[src/rtl/stream_serializer_eof2.sv]
`default_nettype none
// ============================================================================
// Module      : stream_serializer_eof2
// Description : Serializes a parallel word of Ratio slices into a stream of
//               DataBits-wide elements, little endian (slice 0 first). The
//               lowest set in_eof bit ends the word early and is flagged on
//               out_eof. A new word loads on the edge that drains the last
//               element, so back-to-back words have no idle cycle.
// Revision    : 1.0 - initial release
// ============================================================================
module stream_serializer_eof2 #(
  parameter int DataBits = 8,
  parameter int Ratio    = 2
) (
  input  logic                      clk,
  input  logic                      rst,
  input  logic                      in_valid,
  output logic                      in_ready,
  input  logic [Ratio*DataBits-1:0] in_data,
  input  logic [Ratio-1:0]          in_eof,
  output logic                      out_valid,
  input  logic                      out_ready,
  output logic [DataBits-1:0]       out_data,
  output logic                      out_eof
);

  // A one-slice "word" would need no serializer; the index is kept at least
  // one bit wide so the degenerate case still elaborates.
  localparam int c_CNT_W = (Ratio > 1) ? $clog2(Ratio) : 1;

  localparam logic [0:0] c_IDLE = 1'b0;
  localparam logic [0:0] c_BUSY = 1'b1;

  logic [0:0]                state_q, state_d;
  logic [c_CNT_W-1:0]        count_q, count_d;
  logic [Ratio*DataBits-1:0] data_q;
  logic [Ratio-1:0]          eof_q;

  logic [DataBits-1:0]       w_sel_data;
  logic                      w_sel_eof;
  logic                      w_last;
  logic                      w_accept;

  // Select the slice and its end-of-frame flag addressed by the slice index.
  always_comb begin
    w_sel_data = data_q[DataBits-1:0];
    w_sel_eof  = eof_q[0];
    for (int k = 1; k < Ratio; k++) begin
      if (count_q == c_CNT_W'(k)) begin
        w_sel_data = data_q[k*DataBits +: DataBits];
        w_sel_eof  = eof_q[k];
      end
    end
  end

  // The current element closes the word if it is the top slice or is flagged.
  assign w_last   = (count_q == c_CNT_W'(Ratio - 1)) | w_sel_eof;
  assign w_accept = in_valid & in_ready;

  // State and slice index register; reset drops any partially sent word.
  always_ff @(posedge clk or posedge rst) begin
    if (rst) begin
      state_q <= c_IDLE;
      count_q <= '0;
    end else begin
      state_q <= state_d;
      count_q <= count_d;
    end
  end

  // Next-state logic: advance on each transfer, reload or idle after the last.
  always_comb begin
    state_d = state_q;
    count_d = count_q;
    case (state_q)
      c_IDLE: begin
        if (in_valid) begin
          state_d = c_BUSY;
          count_d = '0;
        end
      end
      c_BUSY: begin
        if (out_ready) begin
          if (!w_last) begin
            count_d = count_q + c_CNT_W'(1);
          end else if (in_valid) begin
            count_d = '0;
          end else begin
            state_d = c_IDLE;
            count_d = '0;
          end
        end
      end
      default: begin
        state_d = c_IDLE;
        count_d = '0;
      end
    endcase
  end

  // Output logic: valid while a word is held; accept when empty or draining.
  always_comb begin
    out_valid = (state_q == c_BUSY);
    out_data  = w_sel_data;
    out_eof   = (state_q == c_BUSY) & w_sel_eof;
    in_ready  = (state_q == c_IDLE) | ((state_q == c_BUSY) & out_ready & w_last);
  end

  // Held word; contents are only meaningful while busy, so no reset needed.
  always_ff @(posedge clk) begin
    if (w_accept) begin
      data_q <= in_data;
      eof_q  <= in_eof;
    end
  end

endmodule
`default_nettype wire

[config.mk]
export PLATFORM = sky130hd
export DESIGN_NAME = stream_serializer_eof2
export DESIGN_NICKNAME = d
export VERILOG_FILES = /design/src/rtl/stream_serializer_eof2.sv
export SDC_FILE = /design/constraint.sdc
export NUM_CORES = 1
export LEC_CHECK = 0
export CORE_MARGIN = 2
export CORE_UTILIZATION = 45
export CTS_BUF_LIST = sky130_fd_sc_hd__clkbuf_8
export CTS_CLUSTER_SIZE = 28
export DETAILED_ROUTE_END_ITERATION = 6
export GPL_ROUTABILITY_DRIVEN = 0
export PLACE_DENSITY = 0.85
export SLEW_MARGIN = 20
export SYNTH_ARGS = -nofsm -noshare
export SYNTH_HDL_FRONTEND = slang
export SYNTH_SLANG_ARGS = --single-unit
export TNS_END_PERCENT = 10
[constraint.sdc]
create_clock -name clk -period 4.09 [get_ports clk]
set_input_delay 0.818 -clock clk [delete_from_list [all_inputs] [get_ports clk]]
set_output_delay 0.818 -clock clk [all_outputs]
set_load 0.01 [all_outputs]
# ---- Yosys cells after proc, flatten, opt, wreduce, memory -nomap -nowiden
# Index checks and enable logic that the tools add are counted.
dict set report totals {
  latch_bits 0
  ram_bits 0
  wordCells 25
  output_inout_bits 11
  register_bits 20
  mem_count 0
  rom_bits 0
}
dict set report op_classes {
  order_cmp 0
  n_shift 0
  n_div 0
  bitwise 7
  n_mux 10
  n_mul 0
  n_eq_ne 2
  addsub 1
  n_reduce_logical 1
}
# cell count
set ops {}
lappend ops {{$mux W8} 1}
lappend ops {{$mux W1} 7}
lappend ops {{$and A1 B1 Y1} 4}
lappend ops {{$ne A2 B2 Y1 const B} 2}
lappend ops {{$pmux W1 S2} 2}
lappend ops {{$or A1 B1 Y1} 2}
lappend ops {{$reduce_and A2 Y1} 1}
lappend ops {{$add A1 B1 Y1 const B} 1}
lappend ops {{$not A1 Y1} 1}

# ---- Depth between registers and ports, before layout
# Gate-level depths: netlist (run 1).
dict set report logic_depth {
  ltp_word 5
  mapped_depth 3
  ltp_nobuf 2
}

# ---- Worst setup path after synthesis (run 1)
# Ideal clock, no wire load.
dict set report synth_timing {
  path_kind {input to register}
  from {input port out_ready}
  to {register data_q[0], enable pin}
  path_slack_ps 1347
  path_stages 2
  required_ps 3669
  t_arrival_ps 2322
  cell_sequence {o21ai_0 -> a21boi_0}
}
dict set report synth_between {
  elab_chain_cells 4
}
# item line_no
set synth_lines {}
lappend synth_lines {{start: declaration} 22} ;# input logic out_ready,
lappend synth_lines {{$and A1 B1 Y1 (2 in a row)} 106} ;# in_ready = (state_q == c_IDLE) | ((state_q == c_BUSY) & out_ready & w_last);
lappend synth_lines {{$or A1 B1 Y1} 106}
lappend synth_lines {{$and A1 B1 Y1} 58} ;# assign w_accept = in_valid & in_ready;
lappend synth_lines {{net w_accept} 42} ;# logic w_accept;
lappend synth_lines {{end signal: assignment} 112} ;# data_q <= in_data;
lappend synth_lines {{end: declaration} 36} ;# logic [Ratio*DataBits-1:0] data_q;
# The timed path passes the listed nets, and every way through them passes these cells.
# A chain may end at the register's enable or synchronous reset.

# ---- Worst setup path after layout (run 1)
dict set report layout_timing {
  from {input port out_ready}
  to {output port in_ready}
}
dict set report layout_between {
  elab_chain_cells 3
}
# item line_no
set layout_lines {}
lappend layout_lines {{$and A1 B1 Y1 (2 in a row)} 106}
lappend layout_lines {{$or A1 B1 Y1} 106}
lappend layout_lines {{end: declaration} 18} ;# output logic in_ready,
# Every way passes these cells.

==> results.py, run 1 <==
metrics = {
    "critical_path": {
        "cp_common_cell": "clkdlybuf4s50_1",
        "cp-end-kind": "output port",
        "cp_top_family": "buffers and inverters",
        "cp.depth": 4,
        "arrival_ns": 2.14,
        "timing.rr.start": "count_q$_DFFE_PP0P_",
        "ff2ff_path_depth": 3,
        "crit_type": "in -> out",
        "path_cells": "clkdlybuf4s50_1 -> o21ai_0 -> nand2_1 -> clkdlybuf4s50_1",
        "crit_required_ns": 3.27,
        "setup.worst_path.start": "out_ready",
        "crit_path_top_delay_cell": "clkdlybuf4s50_1",
        "cpPeakStageDelay_ns": 0.53,
        "crit_path_start_kind": "input pin",
        "cp_max_fo": 3,
        "crit_buf_inv": 2,
    },
    "routing": {
        "dr.pass1.iters": 4,
        "drt_iter0_markers": 8,
        "drcViolationCount": 0,
        "ant_nets": 0,
        "vias": 455,
        "wl_um": 1461,
        "wire_per_inst_um": 16.05,
        "drt-vias-per-instance": 5.000,
    },
    "final_layout": {
        "design_area_um2": 1144,
        "final_common_cell": "clkdlybuf4s50_1",
        "area_growth_pct": 50.08,
        "drive_gt1_frac": 0.1733,
        "diodes": 0,
        "layout_common_cells": "clkdlybuf4s50_1 (32), edfxtp_1 (18), mux2_2 (8)",
        "regArea_um2": 590.6,
        "fillCellCount": 99,
        "nNetsFinal": 98,
        "multi_input_area_um2": 156.4,
        "post-route-util": 0.7419,
    },
    "cts": {
        "cts.sinks": 20,
        "cts_resized": 0,
        "numCtsBuffers": 3,
        "cts_tree": "yes",
        "path_clk_slew_ns": 0.07,
        "h-tree-depth": 1,
        "worst_skew_pair.late_latency_ns": 0.26,
        "hold_buffers": 0,
        "clock_path_buffers": 2,
        "root_buffer": "clkbuf_8",
        "postCtsSetupRepairBufs": 0,
    },
    "synthesis": {
        "syn_nets": 61,
        "synthCells": 39,
        "yosys-top-cells-area": "edfxtp_1 (71%), mux2_2 (12%), dfrtp_1 (6.6%), mux2i_1 (2.6%), buf_6 (1.5%)",
        "syn-cell-area_um2": 762.0,
        "ys_seq_area_frac": 0.7750,
        "yosys.area.top_type_share": 0.7094,
        "synth_cell_types": 13,
        "synth_seq_cells": 20,
        "synth_top_cell_by_area": "edfxtp_1",
        "syn_area_per_cell_um2": 19.54,
        "ys_warn_count": 0,
    },
    "power": {
        "power_per_cell_area_nw_per_um2": 404.8,
        "p_sw_frac": 0.2155,
        "pwr-share-clk": 0.275,
        "power.internal_w": 0.0003632,
        "ir_worst_vdd_v": 0.0002380,
        "combPwrFrac": 0.184,
        "finalPower_w": 0.0004629,
        "pwr-share-seq": 0.540,
        "p_switching_w": 0.00009978,
        "p_leak_nw": 0.4114,
    },
    "timing": {
        "final_max_slew_viol_count": 0,
        "worst_pin_slew_ns": 0.4801,
        "fin_worst_skew_ns": 0.002767,
        "setup_slack_ns": 1.134,
        "slew_headroom": 0.6799,
        "period_minus_slack_ns": 2.956,
        "setup_viol": 0,
        "tns_ns": 0,
        "max_freq_ghz": 0.3383,
        "rsz0062_at_grt": "false",
        "post-route-period-util": 0.7228,
        "hold_viol_final": 0,
    },
    "global_routing": {
        "grt_max_degree": 19,
        "grt_pass1_vias": 512,
        "grt_pass1_wl_um": 2290,
        "grt-ovfl-total": 0,
        "antenna_found_initial": 0,
        "grt_usage": 0.1713,
    },
    "die": {
        "die-area_um2": 2039,
        "die_w_um": 45.15,
        "coreArea_um2": 1541,
        "die_height_um": 45.15,
        "rows": 14,
        "start_util": 0.4943,
        "num_io_pins": 33,
    },
    "placement": {
        "dp_slack_ns": 1.117,
        "place_area_um2": 1099,
        "portBuffers": 32,
    },
    "run": {
        "cap_violations": 0,
    },
    "status": {
        "status": "finished, final reports clean",
    },
    "min_path": {
        "min_from": "out_valid$_DFF_PP0_",
        "worstHoldPathCells": 1,
        "hp-class": "reg -> reg",
    },
}
power groups by stage:
stage | clock [W] | sequential, W | combinational, W
finish | 0.000127 | 0.000250 | 0.0000854
global route | 0.000140 | 0.000252 | 0.0000905
CTS | 0.000132 | 0.000250 | 0.0000864
detailed placement | 0 | 0.000255 | 0.0000855
global placement | 0 | 0.000254 | 0.0000833
floorplan | 0 | 0.000249 | 0.0000393
cell type report:
cell class	count	area share
flip-flops and latches	20	0.5164
inverters	1	0.003282
multi-input cells	17	0.1368
well taps	16	0.01751
clock buffers	3	0.03610
repair buffers	33	0.2867
clock inverters	1	0.003282
path summary, 6_finish.rpt:
path,to,slack [ns]
max,in_ready,1.13
min,out_valid$_DFF_PP0_,0.65
min reg2reg,out_valid$_DFF_PP0_,0.65
min in group asynchronous,out_valid$_DFF_PP0_,0.70
max in group asynchronous,count_q$_DFFE_PP0P_,3.27
max reg2reg,data_q[6]$_DFFE_PP_,2.39
per-layer routing:
metal / vias to the layer above / track usage / part of all wire
li1: 220 / - / -
met3: 5 / 0.03600 / 0.046
met4: 0 / 0.1235 / 0.025
met1: 208 / 0.1925 / 0.40
met5: - / 0 / 0
met2: 22 / 0.2857 / 0.53
sequential cells by signal, summed over array words and instances, names as in the netlist:
name and count:
count_q 1, eof_q 2, out_valid 1, data_q 16
synth_stat cells, drive strengths merged:
master / n
a21boi: 1
a21o: 1
a32o: 1
buf: 1
dfrtp: 2
edfxtp: 18
inv: 1
mux2: 8
mux2i: 2
nand2: 1
nor2: 1
nor2b: 1
o21ai: 1
stage by stage:
| stage | std cells | hold slack [ns] |
|---|---|---|
| 2_1_floorplan | 39 | 0.5592 |
| 3_5_place_dp | 87 | 0.6381 |
| 5_1_grt | 91 | 0.6944 |
| 4_1_cts | 91 | 0.6554 |
| 6_report | 91 | 0.6540 |
| 3_3_place_gp | 87 | 0.5999 |
cells by family after synthesis:
kind of cell | count (synthesis) | share of synthesized area
mux | 10 | 0.1445
simple gates | 3 | 0.02135
compound gates | 4 | 0.03941
buf+inv | 2 | 0.01970
flops | 20 | 0.7750
(Power assumes the default switching activity.)
==> run 2, diff against run 1 <==
--- a/config.mk
+++ b/config.mk
@@ -6,12 +6,12 @@
 export NUM_CORES = 1
 export LEC_CHECK = 0
 export CORE_MARGIN = 2
-export CORE_UTILIZATION = 45
+export CORE_UTILIZATION = 42
 export CTS_BUF_LIST = sky130_fd_sc_hd__clkbuf_8
 export CTS_CLUSTER_SIZE = 28
 export DETAILED_ROUTE_END_ITERATION = 6
 export GPL_ROUTABILITY_DRIVEN = 0
-export PLACE_DENSITY = 0.85
+export PLACE_DENSITY = 0.8
 export SLEW_MARGIN = 20
 export SYNTH_ARGS = -nofsm -noshare
 export SYNTH_HDL_FRONTEND = slang
==> constraint.sdc (replaced) <==
create_clock -name clk -period 2.95 [get_ports clk]
set_input_delay 0.59 -clock clk [delete_from_list [all_inputs] [get_ports clk]]
set_output_delay 0.59 -clock clk [all_outputs]
set_load 0.01 [all_outputs]
==> results.py, run 2 (same netlist as run 1, synthesis figures left out) <==
metrics = {
    "critical_path": {
        "cp_top_family": "buffers and inverters",
        "crit_buf_inv": 2,
        "cp_common_cell": "clkdlybuf4s50_1",
        "timing.rr.start": "count_q$_DFFE_PP0P_",
        "crit_required_ns": 2.36,
        "worstReg2RegEnd": "data_q[5]$_DFFE_PP_",
        "cp_max_fo": 3,
        "r2r_slack_ns": 1.32,
        "cp-end-kind": "output port",
        "crit_path_start_kind": "input pin",
        "cpPeakStageDelay_ns": 0.54,
        "ff2ff_path_depth": 3,
        "path_cells": "clkdlybuf4s50_1 -> o21ai_0 -> nand2_1 -> clkdlybuf4s50_1",
        "arrival_ns": 1.87,
        "crit_path_top_delay_cell": "clkdlybuf4s50_1",
        "crit_type": "in -> out",
    },
    "run": {
        "cap_violations": 0,
    },
    "final_layout": {
        "top_register": "data_q",
        "largest_register_ffs": 16,
        "top_regs": "data_q (16), eof_q (2)",
        "post-route-util": 0.6762,
        "area_growth_pct": 51.56,
        "final_common_cell": "clkdlybuf4s50_1",
        "drive_gt1_frac": 0.1733,
        "layout_common_cells": "clkdlybuf4s50_1 (32), edfxtp_1 (18), mux2_2 (8)",
        "nNetsFinal": 98,
        "diodes": 0,
        "design_area_um2": 1155,
    },
    "power": {
        "p_leak_nw": 0.4114,
        "ir_worst_vdd_v": 0.0003625,
        "power_per_cell_area_nw_per_um2": 555.4,
    },
    "global_routing": {
        "grt-ovfl-total": 0,
        "grt_max_degree": 19,
        "grt_pass1_vias": 492,
        "antenna_found_initial": 0,
        "grt_usage": 0.1477,
        "grt_pass1_wl_um": 2097,
    },
    "cts": {
        "h-tree-depth": 1,
        "hold_buffers": 0,
        "cts_resized": 0,
        "clock_path_buffers": 2,
        "cts.sinks": 20,
        "cts_tree": "yes",
        "numCtsBuffers": 3,
        "path_clk_slew_ns": 0.07,
        "root_buffer": "clkbuf_8",
        "worst_skew_pair.late_latency_ns": 0.25,
        "postCtsSetupRepairBufs": 0,
    },
    "routing": {
        "drt-vias-per-instance": 4.590,
        "ant_nets": 0,
        "drt_iter0_markers": 13,
        "drcViolationCount": 0,
        "vias": 459,
        "wl_um": 1418,
        "dr.pass1.iters": 4,
        "wire_per_inst_um": 14.18,
    },
    "timing": {
        "max_freq_ghz": 0.4067,
        "tns_ns": 0,
        "period_minus_slack_ns": 2.459,
        "hold_viol_final": 0,
        "rsz0062_at_grt": "false",
        "post-route-period-util": 0.8336,
        "setup_slack_ns": 0.4909,
        "final_max_slew_viol_count": 0,
        "worst_pin_slew_ns": 0.4840,
        "slew_headroom": 0.6774,
        "fin_worst_skew_ns": 0.004225,
        "hold_slack_ns": 0.4851,
        "setup_viol": 0,
    },
    "die": {
        "coreArea_um2": 1708,
        "start_util": 0.4462,
        "die_w_um": 46.60,
        "rows": 15,
        "die_height_um": 46.60,
        "num_io_pins": 33,
        "die-area_um2": 2171,
    },
    "placement": {
        "place_area_um2": 1110,
        "dp_slack_ns": 0.4873,
        "portBuffers": 32,
    },
    "min_path": {
        "hp-class": "in -> async",
    },
    "status": {
        "status": "finished, final reports clean",
    },
}
==> run 2: cell counts in the layout (fill, tap and decap cells not counted) <==
Identical to the previous run, type by type.
==> run 2: where the power goes <==
| group | switching [W] | total (W) | internal [W] |
|---|---|---|---|
| sequential | 0.0000153 | 0.000347 | 0.000331 |
| combinational | 0.0000389 | 0.000118 | 0.0000795 |
| clock | 0.0000839 | 0.000176 | 0.0000925 |
==> run 2: worst max path at each step <==
| stage | startpoint | endpoint | slack [ns] | depth (start not counted) |
|---|---|---|---|---|
| global route | out_ready | in_ready | 0.43 | 4 |
| detailed placement | out_ready | in_ready | 0.49 | 4 |
| CTS | out_ready | in_ready | 0.49 | 4 |
| finish | out_ready | in_ready | 0.49 | 4 |
| global placement | out_ready | in_ready | 0.52 | 4 |
| floorplan | out_ready | data_q[0]$_DFFE_PP_ | 0.43 | 2 |
==> run 2: area by class of cell <==
cell class | count | area [µm²]
timing repair buffer | 33 | 327.8
sequential | 20 | 590.6
tap | 25 | 31.28
inverter | 1 | 3.754
clock inverter | 1 | 3.754
clock buffer | 3 | 41.29
fill | 123 | 553.0
multi-input combinational | 17 | 156.4
==> run 2: worst register-to-register path: stages, from the launching register on <==
cell and delay [ns]:
dfrtp_1 0.65, o21ai_0 0.23, a21boi_1 0.18, buf_4 0.27
==> run 2: metrics by stage <==
step           cells  power (W)
5_1_grt          100  0.0006661
3_5_place_dp      96  0.0004716
6_report         100  0.0006414
2_1_floorplan     39  0.0004000
4_1_cts          100  0.0006468
3_3_place_gp      96  0.0004678
==> run 2: metal layers <==
metal  vias to the layer above  GRT usage  share of wire
met4                         0    0.06857              0
met1                       219     0.1624           0.38
met5                         -          0              0
met2                        18     0.2556           0.57
met3                         0    0.04706          0.044
li1                        222          -              -
==> run 3, diff against run 2 <==
--- a/config.mk
+++ b/config.mk
@@ -6,12 +6,12 @@
 export NUM_CORES = 1
 export LEC_CHECK = 0
 export CORE_MARGIN = 2
-export CORE_UTILIZATION = 42
+export CORE_UTILIZATION = 38
 export CTS_BUF_LIST = sky130_fd_sc_hd__clkbuf_8
 export CTS_CLUSTER_SIZE = 28
 export DETAILED_ROUTE_END_ITERATION = 6
 export GPL_ROUTABILITY_DRIVEN = 0
-export PLACE_DENSITY = 0.8
+export PLACE_DENSITY = 0.76
 export SLEW_MARGIN = 20
 export SYNTH_ARGS = -nofsm -noshare
 export SYNTH_HDL_FRONTEND = slang
==> constraint.sdc (replaced) <==
create_clock -name clk -period 2.21 [get_ports clk]
set_input_delay 0.442 -clock clk [delete_from_list [all_inputs] [get_ports clk]]
set_output_delay 0.442 -clock clk [all_outputs]
set_load 0.01 [all_outputs]
==> results.py, run 3 (same netlist as run 1, synthesis figures left out) <==
metrics = {
    "final_layout": {
        "top_regs": "data_q (16), eof_q (2)",
        "final_common_cell": "clkdlybuf4s50_1",
        "largest_register_ffs": 16,
        "drive_gt1_frac": 0.2000,
        "diodes": 0,
        "layout_common_cells": "clkdlybuf4s50_1 (32), edfxtp_1 (18), mux2_2 (8)",
        "top_register": "data_q",
        "area_growth_pct": 53.37,
        "nNetsFinal": 98,
    },
    "global_routing": {
        "grt-ovfl-total": 0,
        "antenna_found_initial": 0,
        "grt_usage": 0.1242,
        "grt_max_degree": 19,
        "grt_pass1_wl_um": 2201,
        "grt_pass1_vias": 507,
    },
    "die": {
        "die-area_um2": 2379,
        "coreArea_um2": 1922,
        "die_w_um": 48.78,
        "die_height_um": 48.78,
        "rows": 16,
        "num_io_pins": 33,
        "start_util": 0.3965,
    },
    "cts": {
        "numCtsBuffers": 3,
        "worst_skew_pair.late_latency_ns": 0.25,
        "cts.sinks": 20,
        "path_clk_slew_ns": 0.07,
        "clock_path_buffers": 2,
        "h-tree-depth": 1,
        "cts_tree": "yes",
        "root_buffer": "clkbuf_8",
        "hold_buffers": 0,
    },
    "timing": {
        "post-route-period-util": 0.9553,
        "max_freq_ghz": 0.4737,
        "hold_viol_final": 0,
        "worst_pin_slew_ns": 0.2757,
        "fin_worst_skew_ns": 0.004586,
        "slew_headroom": 0.8162,
        "rsz0062_at_grt": "false",
        "tns_ns": 0,
        "setup_viol": 0,
        "final_max_slew_viol_count": 0,
        "period_minus_slack_ns": 2.111,
    },
    "routing": {
        "drt_iter0_markers": 5,
        "wire_per_inst_um": 12.71,
        "dr.pass1.iters": 4,
        "ant_nets": 0,
        "vias": 461,
        "wl_um": 1296,
        "drt-vias-per-instance": 4.520,
        "drcViolationCount": 0,
    },
    "critical_path": {
        "crit_path_top_delay_cell": "clkdlybuf4s50_1",
        "cp-end-kind": "output port",
        "crit_required_ns": 1.77,
        "arrival_ns": 1.67,
        "cp_common_cell": "clkdlybuf4s50_1",
        "cp_max_fo": 3,
        "crit_type": "in -> out",
        "crit_path_start_kind": "input pin",
        "path_cells": "clkdlybuf4s50_1 -> o21ai_1 -> nand2_1 -> clkdlybuf4s50_1",
        "cpPeakStageDelay_ns": 0.54,
    },
    "power": {
        "p_leak_nw": 0.4158,
        "finalPower_w": 0.0008892,
        "ir_worst_vdd_v": 0.0004594,
        "power_per_cell_area_nw_per_um2": 760.9,
    },
    "placement": {
        "portBuffers": 32,
    },
    "min_path": {
        "hp-class": "in -> async",
    },
    "status": {
        "status": "finished, final reports clean",
    },
    "run": {
        "cap_violations": 0,
    },
}
==> run 3: worst paths after layout <==
path / startpoint / endpoint / slack (ns) / cells past startpoint
max: out_ready / in_ready / 0.1 / 4
min: rst / count_q$_DFFE_PP0P_ / 0.34 / 2
max reg2reg: count_q$_DFFE_PP0P_ / data_q[13]$_DFFE_PP_ / 0.77 / 3
min reg2reg: out_valid$_DFF_PP0_ / out_valid$_DFF_PP0_ / 0.64 / 1
max in group asynchronous: rst / count_q$_DFFE_PP0P_ / 1.76 / 2
min in group clk: out_valid$_DFF_PP0_ / out_valid$_DFF_PP0_ / 0.64 / 1
==> run 3: through the flow <==
step | instances | util | area, µm² | setup slack [ns] | hold slack [ns]
6_report | 102 | 0.6081 | 1169 | 0.09875 | 0.3377
2_1_floorplan | 39 | - | 762.0 | 0.3157 | 0.1832
3_3_place_gp | 98 | 0.5788 | 1112 | 0.07847 | 0.6080
4_1_cts | 102 | 0.6081 | 1169 | 0.04846 | 0.3362
5_1_grt | 102 | 0.6081 | 1169 | 0.03113 | 0.3409
3_5_place_dp | 98 | 0.5788 | 1112 | 0.03042 | 0.6069
==> run 3: report_power, final <==
group / switching, W / internal [W] / leakage (nW)
clock network: 0.000111 / 0.000158 / 0.0288
registers: 0.0000205 / 0.000443 / 0.190
logic: 0.0000510 / 0.000106 / 0.197
==> run 3: critical path: cells and delay by family <==
family / cells / cell delay [ns]
buf+inv: 2 / 1.03
compound gates: 1 / 0.11
simple gates: 1 / 0.09
==> run 3: layout make-up <==
cell class,instances,area [µm²]
clock buffers,4,55.05
repair buffers,33,327.8
flip-flops and latches,20,591.8
well taps,27,33.78
inverters,1,3.754
fillers,168,753.2
multi-input cells,17,156.4
==> run 3: per-layer routing <==
layer  wire length, µm  track usage  vias up
li1                  -            -      221
met1               518       0.1497      220
met2               681       0.2078       20
met3                96      0.03374        0
met4                 0      0.05714        0
met5                 0            0        -
==> run 3: timing repair <==
item,in CTS,in global routing
resized for setup,1,1
setup endpoints to repair,9,1
setup buffers,0,0
hold endpoints to repair,0,0
gates cloned,0,0
